$ cat config.mk
export PLATFORM = sky130hd
export DESIGN_NAME = load_store_unit
export DESIGN_NICKNAME = d
export VERILOG_FILES = /design/src/rtl/lsu_pkg.sv /design/src/rtl/lsu_load_align.sv /design/src/rtl/load_store_unit.sv
export SDC_FILE = /design/constraint.sdc
export NUM_CORES = 1
export LEC_CHECK = 0
export BUFFER_PORTS_ARGS = -buffer_cell sky130_fd_sc_hd__buf_4
export CORE_MARGIN = 5
export CORE_UTILIZATION = 52
export CTS_BUF_LIST = sky130_fd_sc_hd__clkbuf_16
export DETAILED_ROUTE_END_ITERATION = 7
export PLACE_DENSITY_LB_ADDON = 0.12
export RECOVER_POWER = 100
export SETUP_SLACK_MARGIN = 0.4
export SYNTH_ARGS = -nofsm -noshare
export SYNTH_HDL_FRONTEND = slang
export SYNTH_HIERARCHICAL = 1
export SYNTH_SLANG_ARGS = --single-unit
$ cat constraint.sdc
create_clock -name Clk -period 4.4 [get_ports Clk]
set_clock_uncertainty 0.1 [all_clocks]
set_input_delay 0.22 -clock Clk [delete_from_list [all_inputs] [get_ports Clk]]
set_output_delay 0.22 -clock Clk [all_outputs]
set_load 0.05 [all_outputs]
$ cat src/rtl/lsu_pkg.sv
// lsu_pkg: funct3 encodings, FSM states and byte-lane helpers shared by the
// RV32I load/store unit and its load alignment block.
package lsu_pkg;

  localparam logic [2:0] F3_B  = 3'b000;
  localparam logic [2:0] F3_H  = 3'b001;
  localparam logic [2:0] F3_W  = 3'b010;
  localparam logic [2:0] F3_BU = 3'b100;
  localparam logic [2:0] F3_HU = 3'b101;

  typedef enum logic [1:0] {
    ST_IDLE = 2'd0,
    ST_REQ  = 2'd1,
    ST_WB   = 2'd2
  } lsu_state_e;

  // Stores only have the signed encodings; the unsigned ones are load-only.
  function automatic logic is_legal(input logic store, input logic [2:0] f3);
    logic ok;
    case (f3)
      F3_B, F3_H, F3_W: ok = 1'b1;
      F3_BU, F3_HU:     ok = !store;
      default:          ok = 1'b0;
    endcase
    return ok;
  endfunction

  // size is funct3[1:0]: 00 byte, 01 half, 10 word.
  function automatic logic is_aligned(input logic [1:0] size, input logic [1:0] off);
    logic ok;
    case (size)
      2'b01:   ok = !off[0];
      2'b10:   ok = (off == 2'b00);
      default: ok = 1'b1;
    endcase
    return ok;
  endfunction

  function automatic logic [3:0] store_strb(input logic [1:0] size, input logic [1:0] off);
    logic [3:0] strb;
    case (size)
      2'b00:   strb = 4'b0001 << off;
      2'b01:   strb = 4'b0011 << off;
      default: strb = 4'b1111;
    endcase
    return strb;
  endfunction

  // Replicating the datum across lanes lets the strobe alone pick the bytes.
  function automatic logic [31:0] store_lanes(input logic [1:0] size, input logic [31:0] data);
    logic [31:0] lanes;
    case (size)
      2'b00:   lanes = {4{data[7:0]}};
      2'b01:   lanes = {2{data[15:0]}};
      default: lanes = data;
    endcase
    return lanes;
  endfunction

  // Input is the read word already shifted so the addressed byte sits in [7:0].
  function automatic logic [31:0] load_extend(input logic [2:0] f3, input logic [31:0] s);
    logic [31:0] r;
    case (f3)
      F3_B:    r = {{24{s[7]}}, s[7:0]};
      F3_H:    r = {{16{s[15]}}, s[15:0]};
      F3_BU:   r = {24'h0, s[7:0]};
      F3_HU:   r = {16'h0, s[15:0]};
      default: r = s;
    endcase
    return r;
  endfunction

endpackage

$ cat src/rtl/lsu_load_align.sv
// lsu_load_align: moves the addressed byte/half of a read word down to bit 0
// and sign- or zero-extends it according to the load's funct3.
module lsu_load_align
  import lsu_pkg::*;
(
  input  logic [31:0] i_word,
  input  logic [1:0]  i_off,
  input  logic [2:0]  i_funct3,
  output logic [31:0] o_data
);

  logic [31:0] w_shifted;

  assign w_shifted = i_word >> {i_off, 3'b000};
  assign o_data    = load_extend(i_funct3, w_shifted);

endmodule

$ cat src/rtl/load_store_unit.sv
// load_store_unit: runs one RV32I load or store at a time over a req/ack data
// memory port and writes aligned load data back through the regfile port.
module load_store_unit
  import lsu_pkg::*;
#(
  parameter int TIMEOUT = 256,
  parameter int CNT_W   = 9
) (
  input  logic        Clk,
  input  logic        Rst,
  input  logic        start,
  input  logic        is_store,
  input  logic [2:0]  funct3,
  input  logic [31:0] base,
  input  logic [31:0] offset,
  input  logic [31:0] store_data,
  input  logic [4:0]  rd,
  output logic        busy,
  output logic        done,
  output logic        err,
  output logic        mem_req,
  output logic        mem_we,
  output logic [31:0] mem_addr,
  output logic [31:0] mem_wdata,
  output logic [3:0]  mem_wstrb,
  input  logic        mem_ack,
  input  logic [31:0] mem_rdata,
  output logic        RegWrite,
  output logic [4:0]  waddr,
  output logic [31:0] wdata
);

  localparam logic [CNT_W-1:0] LP_CNT_LAST = (TIMEOUT == 0) ? '0 : CNT_W'(TIMEOUT - 1);

  lsu_state_e       r_state, w_state_nxt;
  logic [CNT_W-1:0] r_cnt;
  logic             r_we, r_req, r_done, r_err, r_regwrite;
  logic [31:0]      r_addr, r_mwdata, r_wdata;
  logic [3:0]       r_strb;
  logic [4:0]       r_rd;
  logic [2:0]       r_funct3;

  logic [31:0] w_addr, w_load_data;
  logic        w_legal, w_aligned, w_at_limit;
  logic        w_accept, w_reject, w_complete, w_timeout;

  assign w_addr     = base + offset;
  assign w_legal    = is_legal(is_store, funct3);
  assign w_aligned  = is_aligned(funct3[1:0], w_addr[1:0]);
  assign w_at_limit = (TIMEOUT != 0) && (r_cnt == LP_CNT_LAST);

  lsu_load_align u_align (
    .i_word   (mem_rdata),
    .i_off    (r_addr[1:0]),
    .i_funct3 (r_funct3),
    .o_data   (w_load_data)
  );

  // State register; reset abandons any request in flight.
  always_ff @(posedge Clk or posedge Rst) begin
    if (Rst) r_state <= ST_IDLE;
    else     r_state <= w_state_nxt;
  end

  // Next state plus the one-cycle events that steer the datapath registers.
  always_comb begin
    w_state_nxt = r_state;
    w_accept    = 1'b0;
    w_reject    = 1'b0;
    w_complete  = 1'b0;
    w_timeout   = 1'b0;
    case (r_state)
      ST_IDLE: begin
        if (start) begin
          if (w_legal && w_aligned) begin
            w_accept    = 1'b1;
            w_state_nxt = ST_REQ;
          end else begin
            w_reject = 1'b1;
          end
        end
      end
      ST_REQ: begin
        if (mem_ack) begin
          w_complete  = 1'b1;
          w_state_nxt = r_we ? ST_IDLE : ST_WB;
        end else if (w_at_limit) begin
          w_timeout   = 1'b1;
          w_state_nxt = ST_IDLE;
        end
      end
      ST_WB:   w_state_nxt = ST_IDLE;
      default: w_state_nxt = ST_IDLE;
    endcase
  end

  // Latched request, flop-driven status pulses, wait counter and load result.
  always_ff @(posedge Clk or posedge Rst) begin
    if (Rst) begin
      r_cnt      <= '0;
      r_we       <= 1'b0;
      r_req      <= 1'b0;
      r_done     <= 1'b0;
      r_err      <= 1'b0;
      r_regwrite <= 1'b0;
      r_addr     <= '0;
      r_mwdata   <= '0;
      r_wdata    <= '0;
      r_strb     <= '0;
      r_rd       <= '0;
      r_funct3   <= '0;
    end else begin
      r_done     <= w_complete;
      r_err      <= w_reject || w_timeout;
      r_regwrite <= w_complete && !r_we && (r_rd != 5'd0);
      if (w_accept) begin
        r_req    <= 1'b1;
        r_we     <= is_store;
        r_addr   <= w_addr;
        r_mwdata <= is_store ? store_lanes(funct3[1:0], store_data) : 32'h0;
        r_strb   <= is_store ? store_strb(funct3[1:0], w_addr[1:0]) : 4'b0000;
        r_rd     <= rd;
        r_funct3 <= funct3;
      end else if (w_complete || w_timeout) begin
        r_req <= 1'b0;
      end
      if (w_complete && !r_we) r_wdata <= w_load_data;
      if (r_state == ST_REQ && !mem_ack && !w_at_limit) r_cnt <= r_cnt + 1'b1;
      else                                              r_cnt <= '0;
    end
  end

  assign busy      = (r_state != ST_IDLE);
  assign done      = r_done;
  assign err       = r_err;
  assign mem_req   = r_req;
  assign mem_we    = r_we;
  assign mem_addr  = r_addr;
  assign mem_wdata = r_mwdata;
  assign mem_wstrb = r_strb;
  assign RegWrite  = r_regwrite;
  assign waddr     = r_rd;
  assign wdata     = r_wdata;

endmodule

==> impl_results.md <==
- Syn_nets: 1032
- Die W: 130.8 um
- Reg-to-Reg Start: mem_addr[0]$_DFFE_PP0P_
- CTS Root Cell: clkbuf_16
- Port Buffer Count: 251
- Kind of critical path: in -> reg
- Final cell area excluding filler cells: 0.009846 sq mm
- Detail Route Antenna Nets: 0
- Final hold viol count: 0
- Post-Synth XOR/XNOR Area: 3.345%
- Failing checks: max-capacitance violations, max-slew violations
- Worst setup SP type: input pin
- CTS clock-pin slew for the worst setup and hold paths: 0.06 ns
- Vias per cell: 5.577
- Routability-driven placement congestion ratio: 0.8745
- Post-synthesis compound-gate area fraction: 16.99%
- Wirelength per Cell: 16.66 um
- Hold_sp: funct3[1]
- Num Clock Sinks: 124
- Antenna cells: 0
- Pwr dens: 637.8 mW/mm^2
- Max Slew Vio Count: 47
- Largest family of logic cells by synthesized area: simple AND/OR/NAND/NOR gates
- Mux share of post-synthesis cell area: 9.095%
- P_leak: 0.004723 uW
- Final setup vio count: 0
- Most frequent cells in the layout: 184 x nand2_1, 140 x buf_4, 124 x dfrtp_1
- Initial Utilization: 52.65%
- Worst-skew pair later-pin latency: 0.41 ns
- Min cycle time layout: 3.316 ns
- Final setup margin: 1.084 ns
- Gr ovfl total: 0
- Worst IR Drop VDD: 0.3758 mV
- R2r endpoint: wdata[11]$_DFFE_PP0P_
- Post-synth top flop: dfrtp_1
- Sequential fraction of the synthesis area: 40.86%
- Total Routing Usage GR: 24.25%
- WHS: 0.02595 ns
- Routed via count: 7217
- Yosys top cell area share: 40.86%
- PnR Total Power: 6280 uW
- Setup_tns: 0 ns
- Worst Tran Pin Value: 1.682 ns
- First-pass GRT wire length: 32970 um
- Fmax: 301.6 MHz
- Cts bufs inserted: 17
- Max FO, Critical Path: 46
- Synth top area cells: dfrtp_1 41%, nand2_1 9.1%, ha_1 5.9%, mux2_2 5.9%, nand3_1 3.4%
- Syn avg cell area: 8.892 sq um
- Post-synth ARST share: 100.0%
- Hold depth: 3
- Die height: 130.8 um
- DP Area: 0.009544 sq mm
- Drt pass-1 iters: 6
- Core area: 0.01442 sq mm
- Post-CTS Hold Fix Bufs: 16
- Critical path launch point: offset[0]
- HP Class: in -> reg
- Synthesized-area fraction occupied by and/or/nand/nor cells: 19.87%
- Vias in the first global route: 6712
- Post_cts resized: 0
- Hold Path End: r_funct3[1]$_DFFE_PP0P_
- H-tree depth: 4
- Setup bufs post-CTS: 0
- I/O pin cnt: 252
- Synth area leader: dfrtp_1
- # DRC: 0
- Pin count of the biggest net entering global routing: 86
- Synthesized cell area: 0.007594 sq mm
- Pre-CTS WS: 1.186 ns
- FILL cells: 1264
- Synth Area in Adders: 6.195%
- Crit path capture type: flip-flop
- Cells after Synth: 854
- CTS tree: done
- Relative slew slack: -12.16%
- R2R cell count: 6
- Area growth from synthesis to layout: 29.66%
- Detailed Place HPWL: 16010 um
- Worst reg2reg setup slack: 1.20 ns
- Layout net count: 1275
- Crit share post-route: 75.37%
- RSZ-0062 raised after global routing: false
- Initial antenna violation count: 0
- Final Routed Wirelength: 21550 um
- Post-synth EDFFs: 0
- Synthesized flop and latch total: 124
- Count of different cell masters after synthesis: 65
- Status: complete, but fails checks
- CTS Buffer Depth: 2
- Commonest non-fill, non-tap cell in the layout: nand2_1
- Initial detailed-routing violation count: 406
- Number of cell rows: 44
- Data arrival, critical path: 3.51 ns
- Proportion of layout cells with a drive suffix above 1: 20.72%
- Crit path required time: 4.60 ns
- Number of max-cap violations: 1
- Die footprint: 0.01712 sq mm
- YS warnings: 6
state kept, by name (all words and copies together) (netlist names):
| name | flops |
|---|---|
| RegWrite | 1 |
| done | 1 |
| err | 1 |
| mem_addr | 32 |
| mem_req | 1 |
| mem_wdata | 32 |
| mem_we | 1 |
| mem_wstrb | 4 |
| r_cnt | 9 |
| r_funct3 | 3 |
| r_state | 2 |
| waddr | 5 |
| wdata | 32 |
critical path, cell delays in order:
cell and delay (ns):
clkbuf_4 0.11, ha_1 0.23, fa_1 0.57, nor2b_1 0.16, o21bai_1 0.06, a21boi_0 0.42, and3_1 1.38, nand4b_1 0.17
o311ai_0 0.17
per-stage QoR:
stage / cells / util [%]
floorplan: 854 / -
global placement: 1246 / 66.17
detailed placement: 1246 / 66.17
CTS: 1294 / 71.32
global route: 1294 / 68.26
finish: 1294 / 68.26
metal layers:
metal	routed length (um)	vias to the layer above	part of all wire, %	track usage [%]
met3	1616	38	7.5	4.878
met2	10410	289	48	40.44
li1	-	3487	-	-
met5	0	-	0	0
met4	440	0	2.0	7.683
met1	9089	3403	42	31.91
Yosys cell counts (13+ instances only):
cell / instances
nor2_1: 56
a211oi_1: 17
nand3_1: 51
buf_2: 14
clkbuf_1: 24
o21ai_0: 43
xor2_1: 15
a21oi_1: 45
nand2_1: 184
dfrtp_1: 124
inv_1: 13
mux2i_1: 24
xnor2_1: 14
mux2_2: 40
ha_1: 36
layout make-up:
type / instances / area, sq um / area share [%]
sequential: 124 / 3103 / 31.52
clock buffer: 17 / 425.4 / 4.321
multi-input combinational: 669 / 4225 / 42.92
timing repair buffer: 272 / 1650 / 16.76
inverter: 13 / 53.80 / 0.5464
clock inverter: 15 / 157.7 / 1.601
tap: 184 / 230.2 / 2.338
worst max-delay path by stage:
stage,end,slack [ns],cells after the start
floorplan,RegWrite$_DFF_PP0_,0.78,1
global placement,mem_addr[9]$_DFFE_PP0P_,1.31,9
detailed placement,mem_addr[19]$_DFFE_PP0P_,1.19,9
CTS,mem_addr[19]$_DFFE_PP0P_,1.66,9
global route,mem_addr[23]$_DFFE_PP0P_,0.84,9
finish,mem_addr[29]$_DFFE_PP0P_,1.08,9
power breakdown:
part	switching, uW	internal (uW)
sequential	309	1550
combinational	2300	746
clock	499	877
total	3110	3170
kinds of logic (layout without fill, tap and decap cells):
kind of cell               count (synthesis)  count (layout)
xor gates and xnor gates                  29              29
buffers and inverters                     61             317
muxes                                     64              64
AOI/OAI and AO/OA                        194             194
DFF                                      124             124
and+or+nand+nor                          345             345
adders and majority gates                 37              37
(Power assumes the default switching activity.)
